--- src/rtl/wm8731_i2c_target_if.sv ---
// ---------------------------------------------------------------------------
// wm8731_i2c_target_if
// Bus bundle for the WM8731 control-port I2C target model.
//   scl_in, sda_in   raw I2C pin levels seen by the target (sda_in is the
//                    resolved open-drain line)
//   sda_oe           1 = target pulls SDA low, 0 = released
//   wr_valid         one-cycle pulse per accepted write frame
//   wr_addr/wr_data  register address / 9-bit data of the last accepted frame
//   rd_addr/rd_data  combinational shadow register readback
//   busy             high from START until STOP
//   frame_count      accepted frames, wraps 255 -> 0
// master: the bus/system side; slave: the target itself.
// ---------------------------------------------------------------------------
interface wm8731_i2c_target_if;
    logic       scl_in;
    logic       sda_in;
    logic       sda_oe;
    logic       wr_valid;
    logic [6:0] wr_addr;
    logic [8:0] wr_data;
    logic [3:0] rd_addr;
    logic [8:0] rd_data;
    logic       busy;
    logic [7:0] frame_count;

    modport master (
        output scl_in, sda_in, rd_addr,
        input  sda_oe, wr_valid, wr_addr, wr_data, rd_data, busy, frame_count
    );

    modport slave (
        input  scl_in, sda_in, rd_addr,
        output sda_oe, wr_valid, wr_addr, wr_data, rd_data, busy, frame_count
    );
endinterface

--- src/rtl/wm8731_i2c_target.sv ---
// ---------------------------------------------------------------------------
// wm8731_i2c_target
// Write-only I2C target modelling the WM8731 control port. SCL/SDA are
// oversampled on the system clock (clk must be >= 16x SCL). Frames of the
// form {DEV_ADDR+W, reg[6:0]+data[8], data[7:0]} are ACKed and committed to
// a 16 x 9-bit shadow register file; writing RESET_REG clears the file.
// Ports:
//   clk    system clock
//   reset  asynchronous, active-high reset
//   bus    wm8731_i2c_target_if.slave (pins, write report, readback, status)
// ---------------------------------------------------------------------------
module wm8731_i2c_target #(
    parameter logic [6:0] DEV_ADDR  = 7'h1A,
    parameter int         NUM_REGS  = 16,
    parameter logic [6:0] RESET_REG = 7'h0F
) (
    input  logic                  clk,
    input  logic                  reset,
    wm8731_i2c_target_if.slave    bus
);

    localparam logic [2:0] ST_IDLE     = 3'd0;
    localparam logic [2:0] ST_ADDR     = 3'd1;
    localparam logic [2:0] ST_ACK_ADDR = 3'd2;
    localparam logic [2:0] ST_SUB      = 3'd3;
    localparam logic [2:0] ST_ACK_SUB  = 3'd4;
    localparam logic [2:0] ST_DATA     = 3'd5;
    localparam logic [2:0] ST_ACK_DATA = 3'd6;
    localparam logic [2:0] ST_IGNORE   = 3'd7;

    localparam logic [6:0] REG_LIMIT = 7'(NUM_REGS);

    logic       scl_s1, scl_s2, scl_d;
    logic       sda_s1, sda_s2, sda_d;
    logic       scl_rise, scl_fall, sda_rise, sda_fall;
    logic       start_det, stop_det, commit;

    logic [2:0] state;
    logic [3:0] bit_cnt;
    logic [7:0] shift_reg;
    logic [6:0] sub_addr;
    logic       sub_d8;
    logic       sda_oe_q;
    logic       busy_q;
    logic       wr_valid_q;
    logic [6:0] wr_addr_q;
    logic [8:0] wr_data_q;
    logic [7:0] frame_count_q;
    logic [8:0] shadow [NUM_REGS];

    // Synchronizers idle high so that releasing reset on a quiet bus does
    // not look like an edge.
    always_ff @(posedge clk or posedge reset) begin
        if (reset) begin
            scl_s1 <= 1'b1;
            scl_s2 <= 1'b1;
            scl_d  <= 1'b1;
            sda_s1 <= 1'b1;
            sda_s2 <= 1'b1;
            sda_d  <= 1'b1;
        end else begin
            scl_s1 <= bus.scl_in;
            scl_s2 <= scl_s1;
            scl_d  <= scl_s2;
            sda_s1 <= bus.sda_in;
            sda_s2 <= sda_s1;
            sda_d  <= sda_s2;
        end
    end

    assign scl_rise = scl_s2 & ~scl_d;
    assign scl_fall = ~scl_s2 & scl_d;
    assign sda_rise = sda_s2 & ~sda_d;
    assign sda_fall = ~sda_s2 & sda_d;

    // START/STOP need SCL stable high on both samples around the SDA edge.
    assign start_det = sda_fall & scl_s2 & scl_d;
    assign stop_det  = sda_rise & scl_s2 & scl_d;

    // The frame is committed at the SCL fall that closes the data ACK.
    assign commit = (state == ST_ACK_DATA) && scl_fall && !start_det && !stop_det;

    always_ff @(posedge clk or posedge reset) begin
        if (reset) begin
            state         <= ST_IDLE;
            bit_cnt       <= 4'd0;
            shift_reg     <= 8'd0;
            sub_addr      <= 7'd0;
            sub_d8        <= 1'b0;
            sda_oe_q      <= 1'b0;
            busy_q        <= 1'b0;
            wr_valid_q    <= 1'b0;
            wr_addr_q     <= 7'd0;
            wr_data_q     <= 9'd0;
            frame_count_q <= 8'd0;
        end else begin
            wr_valid_q <= 1'b0;
            if (start_det) begin
                state     <= ST_ADDR;
                bit_cnt   <= 4'd0;
                shift_reg <= 8'd0;
                busy_q    <= 1'b1;
                sda_oe_q  <= 1'b0;
            end else if (stop_det) begin
                state    <= ST_IDLE;
                bit_cnt  <= 4'd0;
                busy_q   <= 1'b0;
                sda_oe_q <= 1'b0;
            end else begin
                case (state)
                    ST_ADDR, ST_SUB, ST_DATA: begin
                        if (scl_rise && bit_cnt < 4'd8) begin
                            shift_reg <= {shift_reg[6:0], sda_s2};
                            bit_cnt   <= bit_cnt + 4'd1;
                        end else if (scl_fall && bit_cnt == 4'd8) begin
                            // Byte complete: decide ACK at this fall.
                            bit_cnt <= 4'd0;
                            if (state == ST_ADDR) begin
                                if (shift_reg == {DEV_ADDR, 1'b0}) begin
                                    state    <= ST_ACK_ADDR;
                                    sda_oe_q <= 1'b1;
                                end else begin
                                    state <= ST_IGNORE;
                                end
                            end else if (state == ST_SUB) begin
                                sub_addr <= shift_reg[7:1];
                                sub_d8   <= shift_reg[0];
                                state    <= ST_ACK_SUB;
                                sda_oe_q <= 1'b1;
                            end else begin
                                state    <= ST_ACK_DATA;
                                sda_oe_q <= 1'b1;
                            end
                        end
                    end
                    ST_ACK_ADDR: begin
                        if (scl_fall) begin
                            sda_oe_q  <= 1'b0;
                            shift_reg <= 8'd0;
                            state     <= ST_SUB;
                        end
                    end
                    ST_ACK_SUB: begin
                        if (scl_fall) begin
                            sda_oe_q  <= 1'b0;
                            shift_reg <= 8'd0;
                            state     <= ST_DATA;
                        end
                    end
                    ST_ACK_DATA: begin
                        if (scl_fall) begin
                            sda_oe_q      <= 1'b0;
                            state         <= ST_IGNORE;
                            wr_valid_q    <= 1'b1;
                            wr_addr_q     <= sub_addr;
                            wr_data_q     <= {sub_d8, shift_reg};
                            frame_count_q <= frame_count_q + 8'd1;
                        end
                    end
                    default: begin
                        sda_oe_q <= 1'b0;
                    end
                endcase
            end
        end
    end

    // Shadow file: RESET_REG wipes everything, out-of-range addresses are
    // reported on wr_valid but leave the file untouched.
    always_ff @(posedge clk or posedge reset) begin
        if (reset) begin
            for (int i = 0; i < NUM_REGS; i++) shadow[i] <= 9'd0;
        end else if (commit) begin
            if (sub_addr == RESET_REG) begin
                for (int i = 0; i < NUM_REGS; i++) shadow[i] <= 9'd0;
            end else if (sub_addr < REG_LIMIT) begin
                shadow[sub_addr[3:0]] <= {sub_d8, shift_reg};
            end
        end
    end

    assign bus.sda_oe      = sda_oe_q;
    assign bus.busy        = busy_q;
    assign bus.wr_valid    = wr_valid_q;
    assign bus.wr_addr     = wr_addr_q;
    assign bus.wr_data     = wr_data_q;
    assign bus.frame_count = frame_count_q;
    assign bus.rd_data     = shadow[bus.rd_addr];

endmodule

--- src/flat_wrapper.sv ---
// flat-port wrapper written by rule: the top's interface ports become plain ports
module wm8731_i2c_target_flat 
#(
    parameter logic [6:0] DEV_ADDR  = 7'h1A,
    parameter int         NUM_REGS  = 16,
    parameter logic [6:0] RESET_REG = 7'h0F
)
  (clk, reset, bus_scl_in, bus_sda_in, bus_rd_addr, bus_sda_oe, bus_wr_valid, bus_wr_addr, bus_wr_data, bus_rd_data, bus_busy, bus_frame_count);
  wm8731_i2c_target_if bus_i ();
  input  logic clk;
  input  logic reset;
  input wire logic [$bits(bus_i.scl_in)-1:0] bus_scl_in;
  input wire logic [$bits(bus_i.sda_in)-1:0] bus_sda_in;
  input wire logic [$bits(bus_i.rd_addr)-1:0] bus_rd_addr;
  output wire logic [$bits(bus_i.sda_oe)-1:0] bus_sda_oe;
  output wire logic [$bits(bus_i.wr_valid)-1:0] bus_wr_valid;
  output wire logic [$bits(bus_i.wr_addr)-1:0] bus_wr_addr;
  output wire logic [$bits(bus_i.wr_data)-1:0] bus_wr_data;
  output wire logic [$bits(bus_i.rd_data)-1:0] bus_rd_data;
  output wire logic [$bits(bus_i.busy)-1:0] bus_busy;
  output wire logic [$bits(bus_i.frame_count)-1:0] bus_frame_count;
  assign bus_i.scl_in = bus_scl_in;
  assign bus_i.sda_in = bus_sda_in;
  assign bus_i.rd_addr = bus_rd_addr;
  assign bus_sda_oe = bus_i.sda_oe;
  assign bus_wr_valid = bus_i.wr_valid;
  assign bus_wr_addr = bus_i.wr_addr;
  assign bus_wr_data = bus_i.wr_data;
  assign bus_rd_data = bus_i.rd_data;
  assign bus_busy = bus_i.busy;
  assign bus_frame_count = bus_i.frame_count;
  wm8731_i2c_target #(.DEV_ADDR(DEV_ADDR), .NUM_REGS(NUM_REGS), .RESET_REG(RESET_REG)) u_core (.clk(clk), .reset(reset), .bus(bus_i));
endmodule
--- config.mk ---
export PLATFORM = sky130hd
export DESIGN_NAME = wm8731_i2c_target_flat
export DESIGN_NICKNAME = d
export VERILOG_FILES = /design/src/rtl/wm8731_i2c_target_if.sv /design/src/rtl/wm8731_i2c_target.sv /design/src/flat_wrapper.sv
export SDC_FILE = /design/constraint.sdc
export NUM_CORES = 1
export LEC_CHECK = 0
export BUFFER_PORTS_ARGS = -buffer_cell sky130_fd_sc_hd__clkbuf_2
export CAP_MARGIN = 10
export CORE_ASPECT_RATIO = 0.75
export CORE_MARGIN = 4
export CORE_UTILIZATION = 35
export CTS_BUF_LIST = sky130_fd_sc_hd__clkbuf_2
export DETAILED_ROUTE_END_ITERATION = 8
export SYNTH_ARGS = -nofsm -noshare
export SYNTH_HDL_FRONTEND = slang
export SYNTH_SLANG_ARGS = --single-unit
--- constraint.sdc ---
create_clock -name clk -period 7.92 [get_ports clk]
set_input_delay 0.792 -clock clk [delete_from_list [all_inputs] [get_ports clk]]
set_output_delay 0.792 -clock clk [all_outputs]
set_load 0.005 [all_outputs]
* Word level (Yosys, flattened, before mapping)
Cells that the tools add are included.
Cells by class: add/subtract/negate cells 2, $mul 0, divide/modulo/power cells 0, $lt $le $gt $ge 5, equal/unequal tests 19, shifts and indexed selects 0, multiplexer cells 43, bitwise operators 18, reduce and logical (&&, ||, !) cells 24
Operators by type and width (count):
- $mux W144 | 2
- $bwmux W144 | 1
- $bmux W9 S4 | 1
- $demux W9 S4 | 1
- $mux W8 | 4
- $mux W3 | 9
- $mux W9 | 3
- $mux W4 | 5
- $ne A4 B1 Y1 const B | 5
- $pmux W8 S2 | 1
- $mux W1 | 13
- $pmux W3 S4 | 1
- $reduce_and A4 Y1 | 3
- $ge A5 B5 Y1 const B | 2
- $not A4 Y5 | 2
- $eq A3 B3 Y1 const B | 3
- $add A8 B1 Y8 const B | 1
- $and A1 B1 Y1 | 8
- $eq A8 B6 Y1 const B | 1
- $not A1 Y1 | 8
- $eq A7 B4 Y1 const B | 1
- $lt A7 B5 Y1 const B | 1
- $reduce_and A7 Y1 | 1
- $eq A3 B2 Y1 const B | 2
- other kinds (21) | 32
Storage, ports and cells: register bits 200, bits in latches 0, RAM bits 0, bits in read-only memories 0, output and inout bits 36, logic and storage cells 144, memories 0

* Depth between registers and ports, before layout
depth in word-level cells 8, depth in mapped cells 7, gate-level depth less buffers 5

* Least setup slack after synthesis
Ideal clock, no wire load.
kind input to output, start input port bus_rd_addr[1], end output port bus_rd_data[0], data arrival time 2.197 ns, setup slack 4.931 ns, stages 6, cells stage by stage buf_2 -> clkbuf_1 -> buf_2 -> mux4_2 -> a22oi_1 -> nand2_1
On the way: cells in the longest elaborated chain, start to end 4
Ends and longest elaborated chain:
- start, declared | RTL line flat_wrapper.sv:14 | input wire logic [$bits(bus_i.rd_addr)-1:0] bus_rd_addr;
- $not A4 Y5 (not written as such) | RTL line wm8731_i2c_target.sv:188 | assign bus.rd_data = shadow[bus.rd_addr];
- $bmux W9 S4 | RTL line wm8731_i2c_target.sv:188
- $mux W9 (not written as such) (2 in a row) | RTL line wm8731_i2c_target.sv:188
- end, declared | RTL line flat_wrapper.sv:19 | output wire logic [$bits(bus_i.rd_data)-1:0] bus_rd_data;
No other way between the ends. The select of a mux whose other input is x is not followed.

* Worst setup path after layout
start input port bus_rd_addr[0], end output port bus_rd_data[1]
Same word-level chain as after synthesis.

==> out/qor.csv <==
metric,value,unit
dp_hpwl,16.9,mm
period_share,44.1,%
rr_startpoint,u_core.sub_addr[1],
synth_commonest_cells,"194 x dfrtp_1, 85 x nand2_1, 44 x o2bb2ai_1",
grt_max_degree,88,
drv_cap,0,
synth_simple_gate_area_share,12.5,%
synth_compound_area_share,17.1,%
die-area,28900,um2
port_buffers,43,
drt-initial-drc-count,564,
holdWs,0.377,ns
ys.warnings.count,0,
vias,6428,
report.final.slew_viol_count,0,
async_flop_share,100,%
yosysSeqAreaShare,54.7,%
cp_top_family,buffers and inverters,
regMostFlops,u_core.shadow,
overflow,0,
grt_use_total,18.8,%
cts_buffers,17,
max_slew.worst_pin.slew,1.23,ns
vdd_drop_max,0.100,mV
run_status,"complete, no violations",
syn2layout_area_growth,8.36,%
syn_nets,740,
crit_type,in -> out,
worstPathBufferInverterCount,3,
grt_pass1_wl,41.5,mm
synth_cells,729,
critPathLaunchType,primary input,
post-place-ws,4.47,ns
drc_errors,0,
initial_core_util,35.4,%
drive_above_1_share,22.0,%
io_pins,44,
synth_top_family_by_area,compound AO/OA/AOI/OAI gates,
place.gp.congestion,0.809,
ys.flop_type,dfrtp_1,
whs_endpoint,u_core.scl_s2,
leakagePower,4.43,nW
wl_per_cell,24.1,um
ctsLongestPathBuffers,2,
required,7.13,ns
cp-end-kind,output pin,
htreeDepth,4,
synth.lib_cells_used.distinct,61,
antenna_found_initial,0,
synthTopCellsByArea,"dfrtp_1 53%, mux4_2 8.8%, a32o_1 4.3%, o2bb2ai_1 4.2%, a22o_1 4.1%",
worstSkewPairLatency,0.82,ns
critPathArrivalTime,2.70,ns
synth_edf_count,0,
die_y,148,um
max_freq,0.287,GHz
layout.nets,758,
setup_viol,0,
num_rows,51,
min_path_cells,0,
path_common_cell,clkbuf_2,
largest_reg_flops,144,
cp_max_fo,36,
clkTransAtPathRegs,0.30,ns
n_antenna_cell,0,
rsz0062_at_grt,false,
die_width,195,um
cp_slowest_cell,mux4_2,
grt_pass1_vias,6398,
fin_crit,3.49,ns
synth-xor-area-share,1.24,%
yosys.area.top_type,dfrtp_1,
fin_tns_setup,0,ns
first_pass_iters,4,
synth_mux_area_share,11.2,%
min_path_type,reg -> reg,
cts_tree,built,
ys_ff_latch,200,
path_cells,"clkbuf_2, buf_4, mux4_2, a22oi_1, nand2_1, clkbuf_2",
final_area,9940,um2
core_area,25900,um2
setup_ws,4.43,ns
hold_start,u_core.scl_s1,
finalHoldViolations,0,
synth.avg_cell_area,12.6,um2
synthesis.area,9170,um2
slew_headroom,18.0,%
cts.sinks,200,
routed_wl,26.6,mm
ant_nets,0,
r2r_setup_slack,4.67,ns
synth_top_area_share,52.9,%
cts-root-buf,clkbuf_2,
vias_per_cell,5.82,
slowest_delay,0.61,ns
synthAdderAreaFrac,0.409,%
synth.most_common_cell,dfrtp_1,
place_area,9660,um2
powerDensity,174,nW/um2
fin_skew,0.0688,ns
r2r-end,u_core.shadow[1],
reg2reg_depth,4,
[metal layers]
layer | share of wire, % | vias to the layer above | track usage (%)
met2 | 45 | 251 | 27.9
met4 | 2.3 | 0 | 5.30
li1 | - | 2819 | -
met3 | 7.4 | 34 | 5.32
met1 | 46 | 3324 | 27.2
met5 | 0 | - | 0
[cell families (layout without fill, tap and decap cells)]
group                      count (synthesis)  count (layout)
AOI/OAI and AO/OA                        186             186
adders and majority gates                  3               3
muxes                                     55              55
buffers and inverters                     65              96
and+or+nand+nor                          207             207
xor gates and xnor gates                  13              13
DFF                                      200             200
[worst reg2reg max path, delay by kind of cell, from the launching register on]
family / cells / cell delay (ns)
simple gates: 4 / 2.07
flops: 1 / 1.00
[metrics by stage]
step	cells	util (%)	total power, mW
CTS	1104	38.4	1.75
floorplan	729	-	1.18
finish	1104	38.4	1.73
global route	1104	38.4	1.80
global placement	1069	37.3	1.23
detailed placement	1069	37.3	1.23
[area by class of cell]
type | instances | area [um2]
Sequential cell | 200 | 5010
Inverter | 10 | 45.0
Multi-Input combinational cell | 464 | 3900
Clock buffer | 18 | 90.1
Clock inverter | 14 | 154
Tap cell | 344 | 430
Fill cell | 2564 | 16000
Timing Repair Buffer | 54 | 305
[cell usage in the layout, fill, tap and decap left out, types with 3 or more instances in the layout]
master,n
clkinv_8,3
clkbuf_2,61
nand2b_1,12
buf_4,8
ha_1,3
and3_1,3
a32o_1,39
a22o_1,43
o21ai_0,15
dlygate4sd3_1,3
mux2_2,19
and2_1,10
dfstp_2,6
nand3_1,8
nor3b_1,4
xor2_1,3
inv_1,8
clkinvlp_4,3
xnor2_1,10
nor3_2,5
dfrtp_1,193
inv_8,6
nand4_1,8
a32oi_1,8
o21ai_1,3
nor2_1,20
nor2b_1,21
mux4_2,36
or3_1,4
nand2_1,85
o2bb2ai_1,44
a22oi_1,18
[report_power, final]
part           switching (mW)  total (mW)  internal (mW)
Sequential             0.0492        1.09           1.04
Clock                   0.407       0.512          0.106
Combinational          0.0792       0.122         0.0428
Total                   0.535        1.73           1.19
[how the worst max path moves through the flow]
stage / start / end / slack [ns] / depth (start not counted)
after detailed placement: bus_rd_addr[0] / bus_rd_data[8] / 4.47 / 6
after global placement: bus_rd_addr[0] / bus_rd_data[8] / 4.44 / 6
after floorplan: reset / u_core.bit_cnt[0] / 1.68 / 1
after CTS: bus_rd_addr[0] / bus_rd_data[1] / 4.46 / 6
after global routing: bus_rd_addr[0] / bus_rd_data[1] / 4.35 / 6
final: bus_rd_addr[0] / bus_rd_data[1] / 4.43 / 6
[timing repair]
| action | CTS | global route |
|---|---|---|
| hold buffers | 3 | 0 |
| buffers inserted | 0 | 0 |
| resized for setup | 0 | 0 |
| hold endpoints to repair | 41 | 0 |
No activity file was read; power rests on OpenSTA's default activity.
